`src/rtl/blockmem_arb_pkg.sv`:
```
// Shared constants and helpers for the two-client blockmem arbiter.
// The optional conflict statistics are enabled with BLOCKMEM_ARB_STATS_EN.
package blockmem_arb_pkg;

    localparam int NUM_CLIENTS = 2;
    localparam int CLIENT_API  = 0;
    localparam int CLIENT_CORE = 1;
    localparam int STATS_WIDTH = 16;

    // Saturating increment for the conflict counters
    function automatic logic [STATS_WIDTH-1:0] sat_inc(input logic [STATS_WIDTH-1:0] v);
        logic [STATS_WIDTH-1:0] r;
        if (v == {STATS_WIDTH{1'b1}}) begin
            r = v;
        end else begin
            r = v + {{(STATS_WIDTH-1){1'b0}}, 1'b1};
        end
        return r;
    endfunction

endpackage

```
`src/rtl/blockmem_arb_if.sv`:
```
// Client-side request/ack bus plus blockmem-side port bundle of the arbiter.
// The arbiter uses the slave view; clients and the memory sit on the master view.
interface blockmem_arb_if #(
    parameter int AW = 8,
    parameter int DW = 32
);
    logic [1:0]      rd_req;
    logic [2*AW-1:0] rd_addr;
    logic [1:0]      rd_ack;
    logic [1:0]      rd_valid;
    logic [DW-1:0]   rd_data;
    logic [1:0]      wr_req;
    logic [2*AW-1:0] wr_addr;
    logic [2*DW-1:0] wr_data;
    logic [1:0]      wr_ack;
    logic [AW-1:0]   mem_read_addr;
    logic [DW-1:0]   mem_read_data;
    logic            mem_wr;
    logic [AW-1:0]   mem_write_addr;
    logic [DW-1:0]   mem_write_data;

    modport slave (
        input  rd_req, rd_addr, wr_req, wr_addr, wr_data, mem_read_data,
        output rd_ack, rd_valid, rd_data, wr_ack,
               mem_read_addr, mem_wr, mem_write_addr, mem_write_data
    );

    modport master (
        output rd_req, rd_addr, wr_req, wr_addr, wr_data, mem_read_data,
        input  rd_ack, rd_valid, rd_data, wr_ack,
               mem_read_addr, mem_wr, mem_write_addr, mem_write_data
    );
endinterface

```
`src/rtl/blockmem_arbiter_rr_arb2.sv`:
```
// Two-requester round-robin grant: a lone requester wins, a contest goes to ~last.
module rr_arb2 (
    input  logic [1:0] req,
    input  logic       last,
    output logic [1:0] gnt
);
    // last=1 means client 1 won most recently, so client 0 has priority
    always_comb begin
        gnt    = 2'b00;
        gnt[0] = req[0] & (~req[1] | last);
        gnt[1] = req[1] & (~req[0] | ~last);
    end
endmodule

```
`src/rtl/blockmem_arbiter.sv`:
```
// Shares one 256x32 blockmem between the API client (0) and the modexp core (1),
// arbitrating read and write ports independently. Stats: BLOCKMEM_ARB_STATS_EN.
module blockmem_arbiter
    import blockmem_arb_pkg::*;
#(
    parameter int ADDR_WIDTH = 8,
    parameter int DATA_WIDTH = 32
) (
    input  logic                   clk,
    input  logic                   reset_n,
`ifdef BLOCKMEM_ARB_STATS_EN
    input  logic                   stats_clr,
    output logic [STATS_WIDTH-1:0] rd_conflicts,
    output logic [STATS_WIDTH-1:0] wr_conflicts,
`endif
    blockmem_arb_if.slave          bus
);
    logic [1:0]            rd_gnt_s, wr_gnt_s, rd_ack_s, wr_ack_s;
    logic                  rd_last_q, rd_last_d, wr_last_q, wr_last_d;
    logic [1:0]            rd_valid_q, rd_valid_d;
    logic [ADDR_WIDTH-1:0] rd_addr_q, rd_addr_d;
    logic [ADDR_WIDTH-1:0] wr_addr_s;
    logic [DATA_WIDTH-1:0] wr_data_s;

    rr_arb2 u_rd_arb (.req(bus.rd_req), .last(rd_last_q), .gnt(rd_gnt_s));
    rr_arb2 u_wr_arb (.req(bus.wr_req), .last(wr_last_q), .gnt(wr_gnt_s));

    // No grants while in reset, so nothing reaches the memory during reset
    assign rd_ack_s = rd_gnt_s & {2{reset_n}};
    assign wr_ack_s = wr_gnt_s & {2{reset_n}};

    // Next-state for last-winner, read address hold and read-valid pipeline
    always_comb begin
        rd_last_d  = rd_last_q;
        wr_last_d  = wr_last_q;
        rd_addr_d  = rd_addr_q;
        rd_valid_d = rd_ack_s;
        if (|rd_ack_s) begin
            rd_last_d = rd_ack_s[CLIENT_CORE];
        end else begin
            rd_last_d = rd_last_q;
        end
        if (|wr_ack_s) begin
            wr_last_d = wr_ack_s[CLIENT_CORE];
        end else begin
            wr_last_d = wr_last_q;
        end
        if (rd_ack_s[CLIENT_CORE]) begin
            rd_addr_d = bus.rd_addr[CLIENT_CORE*ADDR_WIDTH +: ADDR_WIDTH];
        end else if (rd_ack_s[CLIENT_API]) begin
            rd_addr_d = bus.rd_addr[CLIENT_API*ADDR_WIDTH +: ADDR_WIDTH];
        end else begin
            rd_addr_d = rd_addr_q;
        end
    end

    // Write port mux from the granted client
    always_comb begin
        wr_addr_s = bus.wr_addr[CLIENT_API*ADDR_WIDTH +: ADDR_WIDTH];
        wr_data_s = bus.wr_data[CLIENT_API*DATA_WIDTH +: DATA_WIDTH];
        if (wr_ack_s[CLIENT_CORE]) begin
            wr_addr_s = bus.wr_addr[CLIENT_CORE*ADDR_WIDTH +: ADDR_WIDTH];
            wr_data_s = bus.wr_data[CLIENT_CORE*DATA_WIDTH +: DATA_WIDTH];
        end else begin
            wr_addr_s = bus.wr_addr[CLIENT_API*ADDR_WIDTH +: ADDR_WIDTH];
            wr_data_s = bus.wr_data[CLIENT_API*DATA_WIDTH +: DATA_WIDTH];
        end
    end

    // Arbitration and read pipeline state
    always_ff @(posedge clk or negedge reset_n) begin
        if (!reset_n) begin
            rd_last_q  <= 1'b1;
            wr_last_q  <= 1'b1;
            rd_valid_q <= 2'b00;
            rd_addr_q  <= {ADDR_WIDTH{1'b0}};
        end else begin
            rd_last_q  <= rd_last_d;
            wr_last_q  <= wr_last_d;
            rd_valid_q <= rd_valid_d;
            rd_addr_q  <= rd_addr_d;
        end
    end

    assign bus.rd_ack         = rd_ack_s;
    assign bus.rd_valid       = rd_valid_q;
    assign bus.rd_data        = bus.mem_read_data;
    assign bus.mem_read_addr  = rd_addr_d;
    assign bus.wr_ack         = wr_ack_s;
    assign bus.mem_wr         = |wr_ack_s;
    assign bus.mem_write_addr = wr_addr_s;
    assign bus.mem_write_data = wr_data_s;

`ifdef BLOCKMEM_ARB_STATS_EN
    logic [STATS_WIDTH-1:0] rd_conf_q, rd_conf_d, wr_conf_q, wr_conf_d;

    // Contest counters; a clear pulse beats a same-cycle increment
    always_comb begin
        rd_conf_d = rd_conf_q;
        wr_conf_d = wr_conf_q;
        if (stats_clr) begin
            rd_conf_d = {STATS_WIDTH{1'b0}};
            wr_conf_d = {STATS_WIDTH{1'b0}};
        end else begin
            rd_conf_d = (bus.rd_req == 2'b11) ? sat_inc(rd_conf_q) : rd_conf_q;
            wr_conf_d = (bus.wr_req == 2'b11) ? sat_inc(wr_conf_q) : wr_conf_q;
        end
    end

    // Conflict counter registers
    always_ff @(posedge clk or negedge reset_n) begin
        if (!reset_n) begin
            rd_conf_q <= {STATS_WIDTH{1'b0}};
            wr_conf_q <= {STATS_WIDTH{1'b0}};
        end else begin
            rd_conf_q <= rd_conf_d;
            wr_conf_q <= wr_conf_d;
        end
    end

    assign rd_conflicts = rd_conf_q;
    assign wr_conflicts = wr_conf_q;
`endif
endmodule

```
`src/flat_wrapper.sv`:
```
// flat-port wrapper written by rule: the top's interface ports become plain ports
module blockmem_arbiter_flat import blockmem_arb_pkg::*;
#(
    parameter int ADDR_WIDTH = 8,
    parameter int DATA_WIDTH = 32
)
  (clk, reset_n, bus_rd_req, bus_rd_addr, bus_wr_req, bus_wr_addr, bus_wr_data, bus_mem_read_data, bus_rd_ack, bus_rd_valid, bus_rd_data, bus_wr_ack, bus_mem_read_addr, bus_mem_wr, bus_mem_write_addr, bus_mem_write_data);
  blockmem_arb_if #(.AW(8), .DW(32)) bus_i ();
  input  logic clk;
  input  logic reset_n;
  input wire logic [$bits(bus_i.rd_req)-1:0] bus_rd_req;
  input wire logic [$bits(bus_i.rd_addr)-1:0] bus_rd_addr;
  input wire logic [$bits(bus_i.wr_req)-1:0] bus_wr_req;
  input wire logic [$bits(bus_i.wr_addr)-1:0] bus_wr_addr;
  input wire logic [$bits(bus_i.wr_data)-1:0] bus_wr_data;
  input wire logic [$bits(bus_i.mem_read_data)-1:0] bus_mem_read_data;
  output wire logic [$bits(bus_i.rd_ack)-1:0] bus_rd_ack;
  output wire logic [$bits(bus_i.rd_valid)-1:0] bus_rd_valid;
  output wire logic [$bits(bus_i.rd_data)-1:0] bus_rd_data;
  output wire logic [$bits(bus_i.wr_ack)-1:0] bus_wr_ack;
  output wire logic [$bits(bus_i.mem_read_addr)-1:0] bus_mem_read_addr;
  output wire logic [$bits(bus_i.mem_wr)-1:0] bus_mem_wr;
  output wire logic [$bits(bus_i.mem_write_addr)-1:0] bus_mem_write_addr;
  output wire logic [$bits(bus_i.mem_write_data)-1:0] bus_mem_write_data;
  assign bus_i.rd_req = bus_rd_req;
  assign bus_i.rd_addr = bus_rd_addr;
  assign bus_i.wr_req = bus_wr_req;
  assign bus_i.wr_addr = bus_wr_addr;
  assign bus_i.wr_data = bus_wr_data;
  assign bus_i.mem_read_data = bus_mem_read_data;
  assign bus_rd_ack = bus_i.rd_ack;
  assign bus_rd_valid = bus_i.rd_valid;
  assign bus_rd_data = bus_i.rd_data;
  assign bus_wr_ack = bus_i.wr_ack;
  assign bus_mem_read_addr = bus_i.mem_read_addr;
  assign bus_mem_wr = bus_i.mem_wr;
  assign bus_mem_write_addr = bus_i.mem_write_addr;
  assign bus_mem_write_data = bus_i.mem_write_data;
  blockmem_arbiter #(.ADDR_WIDTH(ADDR_WIDTH), .DATA_WIDTH(DATA_WIDTH)) u_core (.clk(clk), .reset_n(reset_n), .bus(bus_i));
endmodule
```
`config.mk`:
```
export PLATFORM = sky130hd
export DESIGN_NAME = blockmem_arbiter_flat
export DESIGN_NICKNAME = d
export VERILOG_FILES = /design/src/rtl/blockmem_arb_pkg.sv /design/src/rtl/blockmem_arb_if.sv /design/src/rtl/blockmem_arbiter_rr_arb2.sv /design/src/rtl/blockmem_arbiter.sv /design/src/flat_wrapper.sv
export SDC_FILE = /design/constraint.sdc
export NUM_CORES = 1
export LEC_CHECK = 0
export BUFFER_PORTS_ARGS = -buffer_cell sky130_fd_sc_hd__clkbuf_2
export CAP_MARGIN = 20
export CORE_AREA = 2 2 84 86
export DETAILED_ROUTE_END_ITERATION = 12
export DIE_AREA = 0 0 86 88
export PLACE_DENSITY = 0.65
export SLEW_MARGIN = 40
export SYNTH_ARGS = -nofsm -noshare
export SYNTH_HDL_FRONTEND = slang
export SYNTH_SLANG_ARGS = --single-unit
```
`constraint.sdc`:
```
create_clock -name clk -period 2.1 [get_ports clk]
set_input_delay 0.42 -clock clk [delete_from_list [all_inputs] [get_ports clk]]
set_output_delay 0.42 -clock clk [all_outputs]
set_load 0.01 [all_outputs]
```
==> results by group, run 1 <==
Status
  • Outcome: finished, final reports clean

CTS
  • Total CTS buffers: 3
  • Clock Latency Late Sink: 240 ps
  • Root buffer cell: clkbuf_8
  • Clock-pin slew on the worst setup and hold paths: 50 ps
  • # H-tree levels: 1
  • Setup bufs post-CTS: 0
  • CTS tree: built
  • Longest Clk Path Bufs: 2
  • Clock net sink count: 12

Routing
  • Via density per instance: 4.18
  • Post-DRT Antenna Nets: 0
  • Avg WL per Cell: 13.3 um
  • DR iter-0 viols: 4
  • # DRC: 0
  • Via count: 1,385
  • Initial DRT Pass Iterations: 4
  • Routed WL: 4410 um

Critical path
  • Crit-path cells: nand2_2 -> nand3_4 -> buf_12 -> mux2_1 -> clkbuf_2
  • CP bufs+invs: 2
  • Worst Setup SP: u_core.wr_last_q
  • Crit-path slowest cell: dfstp_2
  • Worst setup SP type: flip-flop
  • Worst R2R Setup Slack: 810 ps
  • Critical path depth: 5
  • Req. time, crit path: 1680 ps
  • Worst endpoint data arrival time: 1630 ps
  • Reg-to-Reg Start: u_core.rd_last_q
  • Kind of critical path: reg2out
  • RR Endpoint: u_core.rd_addr_q[1]
  • Worst reg2reg path depth: 3
  • Largest delay share family, worst path: flip-flops
  • CP Max Fanout: 22
  • CP Capture Point: bus_mem_write_data[12]
  • Slowest stage delay, CP: 560 ps
  • Crit end category: output port

Yosys
  • Synth Instances: 123
  • Net Count, Synth: 257
  • Complex-gate fraction of the synthesized area: 10.1%
  • Post-synthesis simple-gate area fraction: 7.48%
  • Mapped Area: 0.00129 mm^2
  • Syn avg cell area: 10.5 um^2
  • Post-synthesis mux area share: 35.0%
  • Largest family of logic cells by synthesized area: multiplexers
  • Synth Area in XOR/XNOR: 0%
  • Post-synthesis sequential area ratio: 23.5%
  • Syn. warnings: 0
  • Yosys reg bits: 12
  • Synth Area in Adders: 0%
  • Yosys cell types: 17

Placed design
  • DP HPWL: 3900 um
  • GPL Wtd Cong: 0.689
  • Number of port buffers: 156
  • Dpl cells: 327
  • DP Area: 0.00194 mm^2

STA
  • Final hold vios: 0
  • Unrepaired setup endpoints after global routing: yes
  • Least-Margin Pin Slew: 377 ps
  • Fin crit period: 2050 ps
  • Final worst-path cycle share: 97.7%
  • Max Transition Viols Final: 0
  • Clock Skew: 4.76 ps
  • Max transition margin: 74.8%
  • Final setup vio count: 0
  • Fmax: 487 MHz

Pwr
  • Peak VDD IR: 0.000290 V
  • Power per cell area: 472 mW/mm^2
  • Total power: 941 uW
  • LEAKAGE: 0.00112 uW

GRT
  • First-pass GRT wire length: 5910 um
  • Total gr overflow: 0
  • Initial antenna violation count: 0
  • All-Layer GR Usage: 10.1%
  • Largest net degree at the start of global routing: 23
  • Vias in the first global route: 1,173

Flow run
  • Maxcap violations: 0

Layout
  • Nets@finish: 386
  • Fraction of layout cells with a size suffix above 1: 71.3%
  • Non-filler instance count after layout: 331
  • Commonest non-fill, non-tap cell in the layout: clkbuf_2
  • Most frequent cells in the layout: clkbuf_2 (156), mux2_1 (38), dfrtp_1 (10)
  • Inserted Diodes: 0
  • Final Cell Area: 0.00199 mm^2
  • Layout area overhead: 54.9%

Floorplan
  • # rows: 30
  • Die span in x: 86 um
  • Vert. Die Dim: 88 um
  • Effective utilization at floorplan: 19.4%
  • Die area: 0.00757 mm^2
  • Top-Level Pins: 221
  • Core Area: 0.00664 mm^2

Min path
  • Worst min path class: in2async
layer usage:
layer / share of wire (%) / up-vias / global-route usage [%]
met4: 0.68 / 0 / 2.16
met5: 0 / - / 0
li1: - / 662 / -
met2: 48 / 134 / 17.5
met3: 16 / 3 / 6.13
met1: 35 / 586 / 10.6
worst reg2reg max path, cell delays in order, from the launching register on:
cell and delay, ps:
dfstp_2 550, nand2b_1 120, nand3_2 190, o221a_2 320
cell type report:
type                            instances  area [um^2]
Multi-Input combinational cell         70          688
Timing Repair Buffer                  161          843
Clock buffer                            4         45.0
Fill cell                             698         4650
Inverter                                4         15.0
Sequential cell                        12          303
Tap cell                               80          100
through the flow:
step | hold WS, ps | utilization, % | setup WS (ps) | setup TNS (ps)
floorplan | 124 | - | 443 | 0
global placement | 280 | 29.2 | 187 | 0
detailed placement | 287 | 29.2 | 126 | 0
CTS | 32.4 | 29.9 | 7.76 | 0
global route | 37.3 | 30.0 | -18.9 | -79.2
finish | 34.7 | 30.0 | 47.6 | 0
worst min-delay path by stage:
stage / from / endpoint / slack, ps / cells after the start
floorplan: reset_n / u_core.bus.rd_valid[0] / 120 / 0
global placement: reset_n / u_core.rd_addr_q[3] / 280 / 1
detailed placement: reset_n / u_core.rd_addr_q[3] / 290 / 1
CTS: reset_n / u_core.rd_addr_q[3] / 30 / 1
global route: reset_n / u_core.rd_addr_q[3] / 40 / 1
finish: reset_n / u_core.rd_addr_q[3] / 30 / 1
synth_stat cells (all sizes together):
library cell | number | area, um^2
nand3 | 3 | 27.5
mux2 | 40 | 450
o21a | 1 | 7.51
o221a | 8 | 90.1
dfrtp | 10 | 250
inv | 4 | 15.0
a31oi | 2 | 12.5
o21ai | 1 | 5.00
nand2b | 8 | 50.1
or2b | 1 | 7.51
a21oi | 3 | 15.0
dfstp | 2 | 52.6
nand2 | 3 | 11.3
buf | 37 | 293
power by group:
part	total, uW	switching (uW)	internal (uW)
combinational	433	198	235
clock	223	89.0	134
sequential	285	13.5	272
total	941	301	640
flip-flops by register name, summed over array words and instances, names as in the netlist:
name,count
u_core.bus.rd_valid,2
u_core.wr_last_q,1
u_core.rd_last_q,1
u_core.rd_addr_q,8
repair_timing:
| item | 4_1_cts | 5_1_grt |
|---|---|---|
| pin swaps | 0 | 1 |
| endpoints found under the setup margin | 8 | 36 |
| gates resized for setup | 1 | 2 |
| hold buffers | 0 | 0 |
| endpoints found under the hold margin | 0 | 0 |
cell families (layout without fill, tap and decap cells):
kind of cell / after synthesis / in the layout
buffers and inverters: 41 / 169
AOI/OAI and AO/OA: 15 / 15
muxes: 40 / 40
DFF: 12 / 12
and+or+nand+nor: 15 / 15
(Power assumes the default switching activity.)
==> inputs of run 2 (changes only) <==
--- a/config.mk
+++ b/config.mk
@@ -11,6 +11,7 @@
 export DETAILED_ROUTE_END_ITERATION = 12
 export DIE_AREA = 0 0 86 88
 export PLACE_DENSITY = 0.65
+export REMOVE_ABC_BUFFERS = 1
 export SLEW_MARGIN = 40
 export SYNTH_ARGS = -nofsm -noshare
 export SYNTH_HDL_FRONTEND = slang
==> constraint.sdc (replaced) <==
create_clock -name clk -period 2.25 [get_ports clk]
set_input_delay 0.45 -clock clk [delete_from_list [all_inputs] [get_ports clk]]
set_output_delay 0.45 -clock clk [all_outputs]
set_load 0.01 [all_outputs]
==> results by group, run 2 (synthesis results as in run 1) <==
Layout
  • Fraction of layout cells with a size suffix above 1: 71.4% (about the same)
  • Nets@finish: 390 (+1.0%)
  • Non-filler instance count after layout: 335 (+1.2%)
  • Most flops, register: u_core.rd_addr_q
  • Final Cell Area: 0.00203 mm^2 (+1.8%)
  • Most frequent cells in the layout: clkbuf_2 (156), mux2_1 (38), dfrtp_1 (10)
  • Inserted Diodes: 0 (unchanged)
  • Layout area overhead: 57.7%
  • Largest register FFs: 8 (unchanged)
  • Commonest non-fill, non-tap cell in the layout: clkbuf_2

Critical path
  • Kind of critical path: reg2out
  • Worst setup SP type: flip-flop
  • Worst reg2reg path depth: 3 (unchanged)
  • Worst Setup SP: u_core.wr_last_q
  • Worst R2R Setup Slack: 940 ps (+130 ps)
  • Reg-to-Reg Start: u_core.rd_last_q
  • Worst endpoint data arrival time: 1720 ps (+90 ps)
  • Req. time, crit path: 1800 ps (+120 ps)
  • RR Endpoint: u_core.rd_addr_q[3]
  • CP Max Fanout: 14 (-36%)
  • Crit end category: output port

GRT
  • Initial antenna violation count: 0 (unchanged)
  • Largest net degree at the start of global routing: 29 (+26%)
  • Total gr overflow: 0 (unchanged)
  • All-Layer GR Usage: 13.3% (+3.2 points)
  • Vias in the first global route: 1,390 (+18%)
  • First-pass GRT wire length: 7400 um (+25%)

STA
  • Final setup vio count: 0 (unchanged)
  • Hold Slack: 54.6 ps (+19.9 ps)
  • Worst Slack Setup Final: 75.5 ps (+27.9 ps)
  • Fmax: 460 MHz
  • Unrepaired setup endpoints after global routing: no
  • Clock Skew: 1.78 ps (-2.98 ps)
  • Least-Margin Pin Slew: 502 ps (+125 ps)
  • Final hold vios: 0 (unchanged)
  • Setup TNS: 0 ps (unchanged)
  • Final worst-path cycle share: 96.6%
  • Max Transition Viols Final: 0 (unchanged)
  • Fin crit period: 2170 ps
  • Max transition margin: 66.3% (-8.5 points)

Pwr
  • Peak VDD IR: 0.000282 V (-2.9%)
  • Power per cell area: 438 mW/mm^2 (-7.3%)
  • LEAKAGE: 0.00114 uW (+2.0%)

Min path
  • Worst min path class: in2async

CTS
  • CTS tree: built
  • Clock-pin slew on the worst setup and hold paths: 50 ps (about the same)
  • Clock Latency Late Sink: 240 ps (about the same)
  • # H-tree levels: 1 (unchanged)
  • Total CTS buffers: 3 (unchanged)
  • Longest Clk Path Bufs: 2 (unchanged)
  • Clock net sink count: 12 (unchanged)
  • Root buffer cell: clkbuf_8

Placed design
  • Dpl cells: 326 (-0.31%)
  • DP Area: 0.00192 mm^2 (-1.0%)
  • DP HPWL: 4940 um (+26%)
  • GPL Wtd Cong: 0.739 (+7.3%)
  • Number of port buffers: 156 (unchanged)
  • Worst slack, placed: 192 ps (+66.8 ps)

Routing
  • DR iter-0 viols: 27 (+23)
  • Via count: 1,478 (+6.7%)
  • # DRC: 0 (unchanged)
  • Avg WL per Cell: 17.4 um (+31%)
  • Routed WL: 5830 um (+32%)
  • Initial DRT Pass Iterations: 4 (unchanged)
  • Post-DRT Antenna Nets: 0 (unchanged)
  • Via density per instance: 4.41 (+5.4%)

Floorplan
  • Effective utilization at floorplan: 19.4% (unchanged)
  • Vert. Die Dim: 88 um (unchanged)
  • Die area: 0.00757 mm^2 (unchanged)
  • Core Area: 0.00664 mm^2 (unchanged)
  • Die span in x: 86 um (unchanged)
  • Top-Level Pins: 221 (unchanged)
  • # rows: 30 (unchanged)

Status
  • Outcome: finished, final reports clean

Flow run
  • Maxcap violations: 0 (unchanged)
## run 2: cell types whose count changed in the layout (fill, tap and decap cells not counted)
cell       previous run  this run
buf_4                 3         6
buf_12                2         1
buf_6                 0         1
clkbuf_16             0         1
nand2_1               2         3
nand2_2               1         0
## run 2: layout make-up
cell class | count | area, um^2
flip-flops and latches | 12 | 303
inverters | 4 | 15.0
fillers | 705 | 4610
well taps | 80 | 100
clock buffers | 4 | 45.0
repair buffers | 165 | 882
multi-input cells | 70 | 686
## run 2: timing repair
action | in CTS | in global routing
hold buffers | 0 | 0
cloned | 0 | 1
setup buffers | 0 | 4
resized for setup | 2 | 2
endpoints found under the setup margin | 1 | 27
## run 2: worst max path at each step
stage	end	cells after the start
floorplan	bus_mem_write_addr[0]	3
global placement	bus_mem_write_data[8]	6
detailed placement	bus_mem_write_data[8]	5
CTS	bus_mem_write_data[6]	5
global route	bus_mem_write_data[6]	5
finish	bus_mem_write_data[6]	5
## run 2: per-stage QoR
stage | util, % | power [uW]
after floorplan | - | 459
after global placement | 28.9 | 670
after detailed placement | 28.9 | 675
after CTS | 29.6 | 887
after global routing | 30.6 | 950
final | 30.6 | 888
## run 2: critical path, cell delays in order (launching register included)
cell and delay, ps:
dfstp_2 550, nand2_1 90, nand3_4 170, buf_12 170, mux2_1 360, clkbuf_2 150
## run 2: layer usage
metal / GRT usage (%) / up-vias / wire, um / part of all wire (%)
met5: 3.90 / - / 37 / 0.63
met4: 2.74 / 2 / 36 / 0.62
met3: 8.77 / 6 / 933 / 16
met2: 19.2 / 137 / 2550 / 44
met1: 16.3 / 663 / 2270 / 39
li1: - / 670 / - / -
## run 2: where the power goes
part	total (uW)	internal [uW]	switching [uW]
clock	202	125	77.0
combinational	421	226	196
sequential	266	253	12.3
==> inputs of run 3 (changes only) <==
--- a/config.mk
+++ b/config.mk
@@ -5,11 +5,12 @@
 export SDC_FILE = /design/constraint.sdc
 export NUM_CORES = 1
 export LEC_CHECK = 0
+export ABC_AREA = 1
 export BUFFER_PORTS_ARGS = -buffer_cell sky130_fd_sc_hd__clkbuf_2
 export CAP_MARGIN = 20
-export CORE_AREA = 2 2 84 86
+export CORE_AREA = 2 2 85 87
 export DETAILED_ROUTE_END_ITERATION = 12
-export DIE_AREA = 0 0 86 88
+export DIE_AREA = 0 0 87 89
 export PLACE_DENSITY = 0.65
 export REMOVE_ABC_BUFFERS = 1
 export SLEW_MARGIN = 40
==> results by group, run 3 <==
GRT
  • Total gr overflow: 0 (unchanged)
  • All-Layer GR Usage: 12.2% (-1.1 points)
  • Initial antenna violation count: 0 (unchanged)
  • Largest net degree at the start of global routing: 24 (-17%)
  • First-pass GRT wire length: 7250 um (-2.0%)
  • Vias in the first global route: 1,445 (+4.0%)

Yosys
  • Post-synthesis sequential area ratio: 22.3% (-1.2 points)
  • Main synth FF type: dfrtp_1
  • Top-count cell post-synth: nand2_1
  • Fraction of registers with async set/reset: 100% (unchanged)
  • Mapped Area: 0.00136 mm^2 (+5.5%)
  • Top cell type's share of synthesized area: 41.2% (+7.0 points)
  • Post-synth top area cell: nand2_1
  • Syn avg cell area: 5.52 um^2 (-47%)
  • EDFF count, synth: 0 (unchanged)
  • Yosys cell types: 15 (-2)
  • Yosys reg bits: 12 (unchanged)
  • Synth Instances: 246 (+100%)
  • Syn. warnings: 0 (unchanged)
  • Synth area leaders: nand2_1 (41%), buf_4 (20%), dfrtp_1 (18%)
  • Most common library cells after synthesis: nand2_1 (149), buf_4 (36), inv_1 (19)

CTS
  • Longest Clk Path Bufs: 2 (unchanged)
  • Clock Latency Late Sink: 240 ps (about the same)
  • Root buffer cell: clkbuf_8
  • # hold bufs at CTS: 0 (unchanged)
  • Clock net sink count: 12 (unchanged)
  • Setup bufs post-CTS: 0 (unchanged)
  • # resized after CTS: 0 (-2)
  • Total CTS buffers: 3 (unchanged)
  • CTS tree: built
  • # H-tree levels: 1 (unchanged)
  • Clock-pin slew on the worst setup and hold paths: 50 ps (about the same)

Layout
  • Final Cell Area: 0.00205 mm^2 (+1.1%)
  • Fillers: 776 (+10%)
  • Inserted Diodes: 0 (unchanged)
  • Fraction of layout cells with a size suffix above 1: 46.8% (-25 points)
  • Largest register FFs: 8 (unchanged)
  • Layout area overhead: 51.1%
  • Nets@finish: 507 (+30%)
  • Commonest non-fill, non-tap cell in the layout: clkbuf_2
  • Most flops, register: u_core.rd_addr_q
  • Most frequent cells in the layout: clkbuf_2 (156), nand2_1 (149), inv_1 (19)

Floorplan
  • Top-Level Pins: 221 (unchanged)
  • Core Area: 0.00672 mm^2 (+1.1%)
  • Die area: 0.00774 mm^2 (+2.3%)
  • Vert. Die Dim: 89 um (+1.1%)
  • Die span in x: 87 um (+1.2%)
  • Effective utilization at floorplan: 20.2% (+0.84 points)
  • # rows: 30 (unchanged)

Routing
  • Routed WL: 5640 um (-3.2%)
  • Avg WL per Cell: 12.5 um (-28%)
  • Via density per instance: 4.15 (-6.0%)
  • # DRC: 0 (unchanged)
  • Met3 wire length: 813 um (-13%)
  • Post-DRT Antenna Nets: 0 (unchanged)
  • Via count: 1,875 (+27%)
  • DR iter-0 viols: 34 (+26%)
  • Initial DRT Pass Iterations: 4 (unchanged)
  • Routed wl met2: 2490 um (-2.1%)
  • Routed metal-1 wire length: 2330 um (+2.6%)
  • Top routing layer used: met3

STA
  • Final worst-path cycle share: 92.7% (-3.9 points)
  • Least-Margin Pin Slew: 317 ps (-186 ps)
  • Unrepaired setup endpoints after global routing: no
  • Max transition margin: 78.8% (+13 points)
  • Fin crit period: 2090 ps (-88.0 ps)
  • Setup TNS: 0 ps (unchanged)
  • Max Transition Viols Final: 0 (unchanged)
  • Clock Skew: 0.837 ps (-0.943 ps)
  • Final hold vios: 0 (unchanged)
  • Final setup vio count: 0 (unchanged)
  • Fmax: 479 MHz (+4.2%)

Pwr
  • Power per cell area: 465 mW/mm^2 (+6.2%)
  • Total power: 954 uW (+7.4%)
  • LEAKAGE: 0.00144 uW (+27%)
  • Peak VDD IR: 0.000410 V (+45%)

Critical path
  • Slowest stage delay, CP: 530 ps (-20 ps)
  • Most frequent CP cell: nand2_1
  • Worst R2R Setup Slack: 920 ps (-20 ps)
  • Crit-path slowest cell: dfstp_2
  • Reg-to-Reg Start: u_core.rd_last_q
  • Kind of critical path: reg2out
  • RR Endpoint: u_core.rd_addr_q[1]
  • Worst reg2reg path depth: 6 (+3)
  • Worst endpoint data arrival time: 1640 ps (-80 ps)
  • Worst setup SP type: flip-flop
  • CP Max Fanout: 9 (-5)
  • Crit end category: output port
  • Req. time, crit path: 1800 ps (about the same)
  • Crit-path cells: inv_1 -> nand2_1 -> nand2_2 -> nand2_1 -> nand3_1 -> nand2_1 -> clkbuf_2

Flow run
  • Maxcap violations: 0 (unchanged)

Placed design
  • GPL Wtd Cong: 0.725 (-1.9%)
  • Number of port buffers: 156 (unchanged)
  • DP Area: 0.00200 mm^2 (+4.2%)
  • DP HPWL: 4840 um (-1.9%)

Status
  • Outcome: finished, final reports clean

Min path
  • Worst min path class: in2async
==> run 3: changes by cell type in the layout (fill, tap and decap cells not counted), sizes merged, moves of 2 or more <==
cell and delta:
a21oi -2, a31oi -2, buf -2, inv +17, mux2 -40, nand2 +147
nand2b -8, nand3 +15, o221a -8
==> run 3: per-stage QoR <==
stage                     hold WS (ps)  worst slack, ps  utilization (%)  cells
after floorplan                    154             57.8                -    206
after global placement             320              290             29.7    448
after detailed placement           322              282             29.7    448
after CTS                         60.6              160             30.6    452
after global routing              70.2             19.6             30.6    452
final                             58.5              163             30.6    452
==> run 3: final cells by class <==
| type | count | area, um^2 | area share, % |
|---|---|---|---|
| Timing Repair Buffer | 162 | 826 | 40.2 |
| Sequential cell | 12 | 303 | 14.7 |
| Multi-Input combinational cell | 172 | 687 | 33.5 |
| Clock buffer | 4 | 55.1 | 2.68 |
| Tap cell | 80 | 100 | 4.88 |
| Inverter | 22 | 82.6 | 4.02 |
==> run 3: routing by layer <==
layer / GRT usage, % / up-vias
met5: 4.55 / -
met4: 0.852 / 0
met3: 8.40 / 0
met2: 17.4 / 129
met1: 15.5 / 794
li1: - / 952
==> run 3: worst max-delay path, delay by kind of cell (launching register included) <==
kind / cells / cell delay (ps)
flops: 1 / 530
buf+inv: 2 / 180
simple gates: 5 / 680
==> run 3: cell families after synthesis <==
group	synth area share [%]
compound gates	1.10
buf+inv	27.2
flops	22.3
simple gates	49.4
==> run 3: worst max path at each step <==
stage / startpoint / end
final: u_core.rd_last_q / bus_mem_read_addr[1]
after global routing: u_core.rd_last_q / bus_mem_read_addr[1]
after CTS: u_core.rd_last_q / bus_mem_read_addr[6]
after detailed placement: reset_n / bus_mem_wr
after global placement: reset_n / bus_mem_wr
after floorplan: bus_wr_req[0] / bus_mem_wr
==> run 3: power by group <==
part / total [uW] / leakage, uW / switching (uW) / internal (uW)
combinational: 452 / 0.00127 / 252 / 200
sequential: 267 / 0.000142 / 11.0 / 256
clock: 234 / 0.0000288 / 79.8 / 155
total: 954 / 0.00144 / 343 / 612
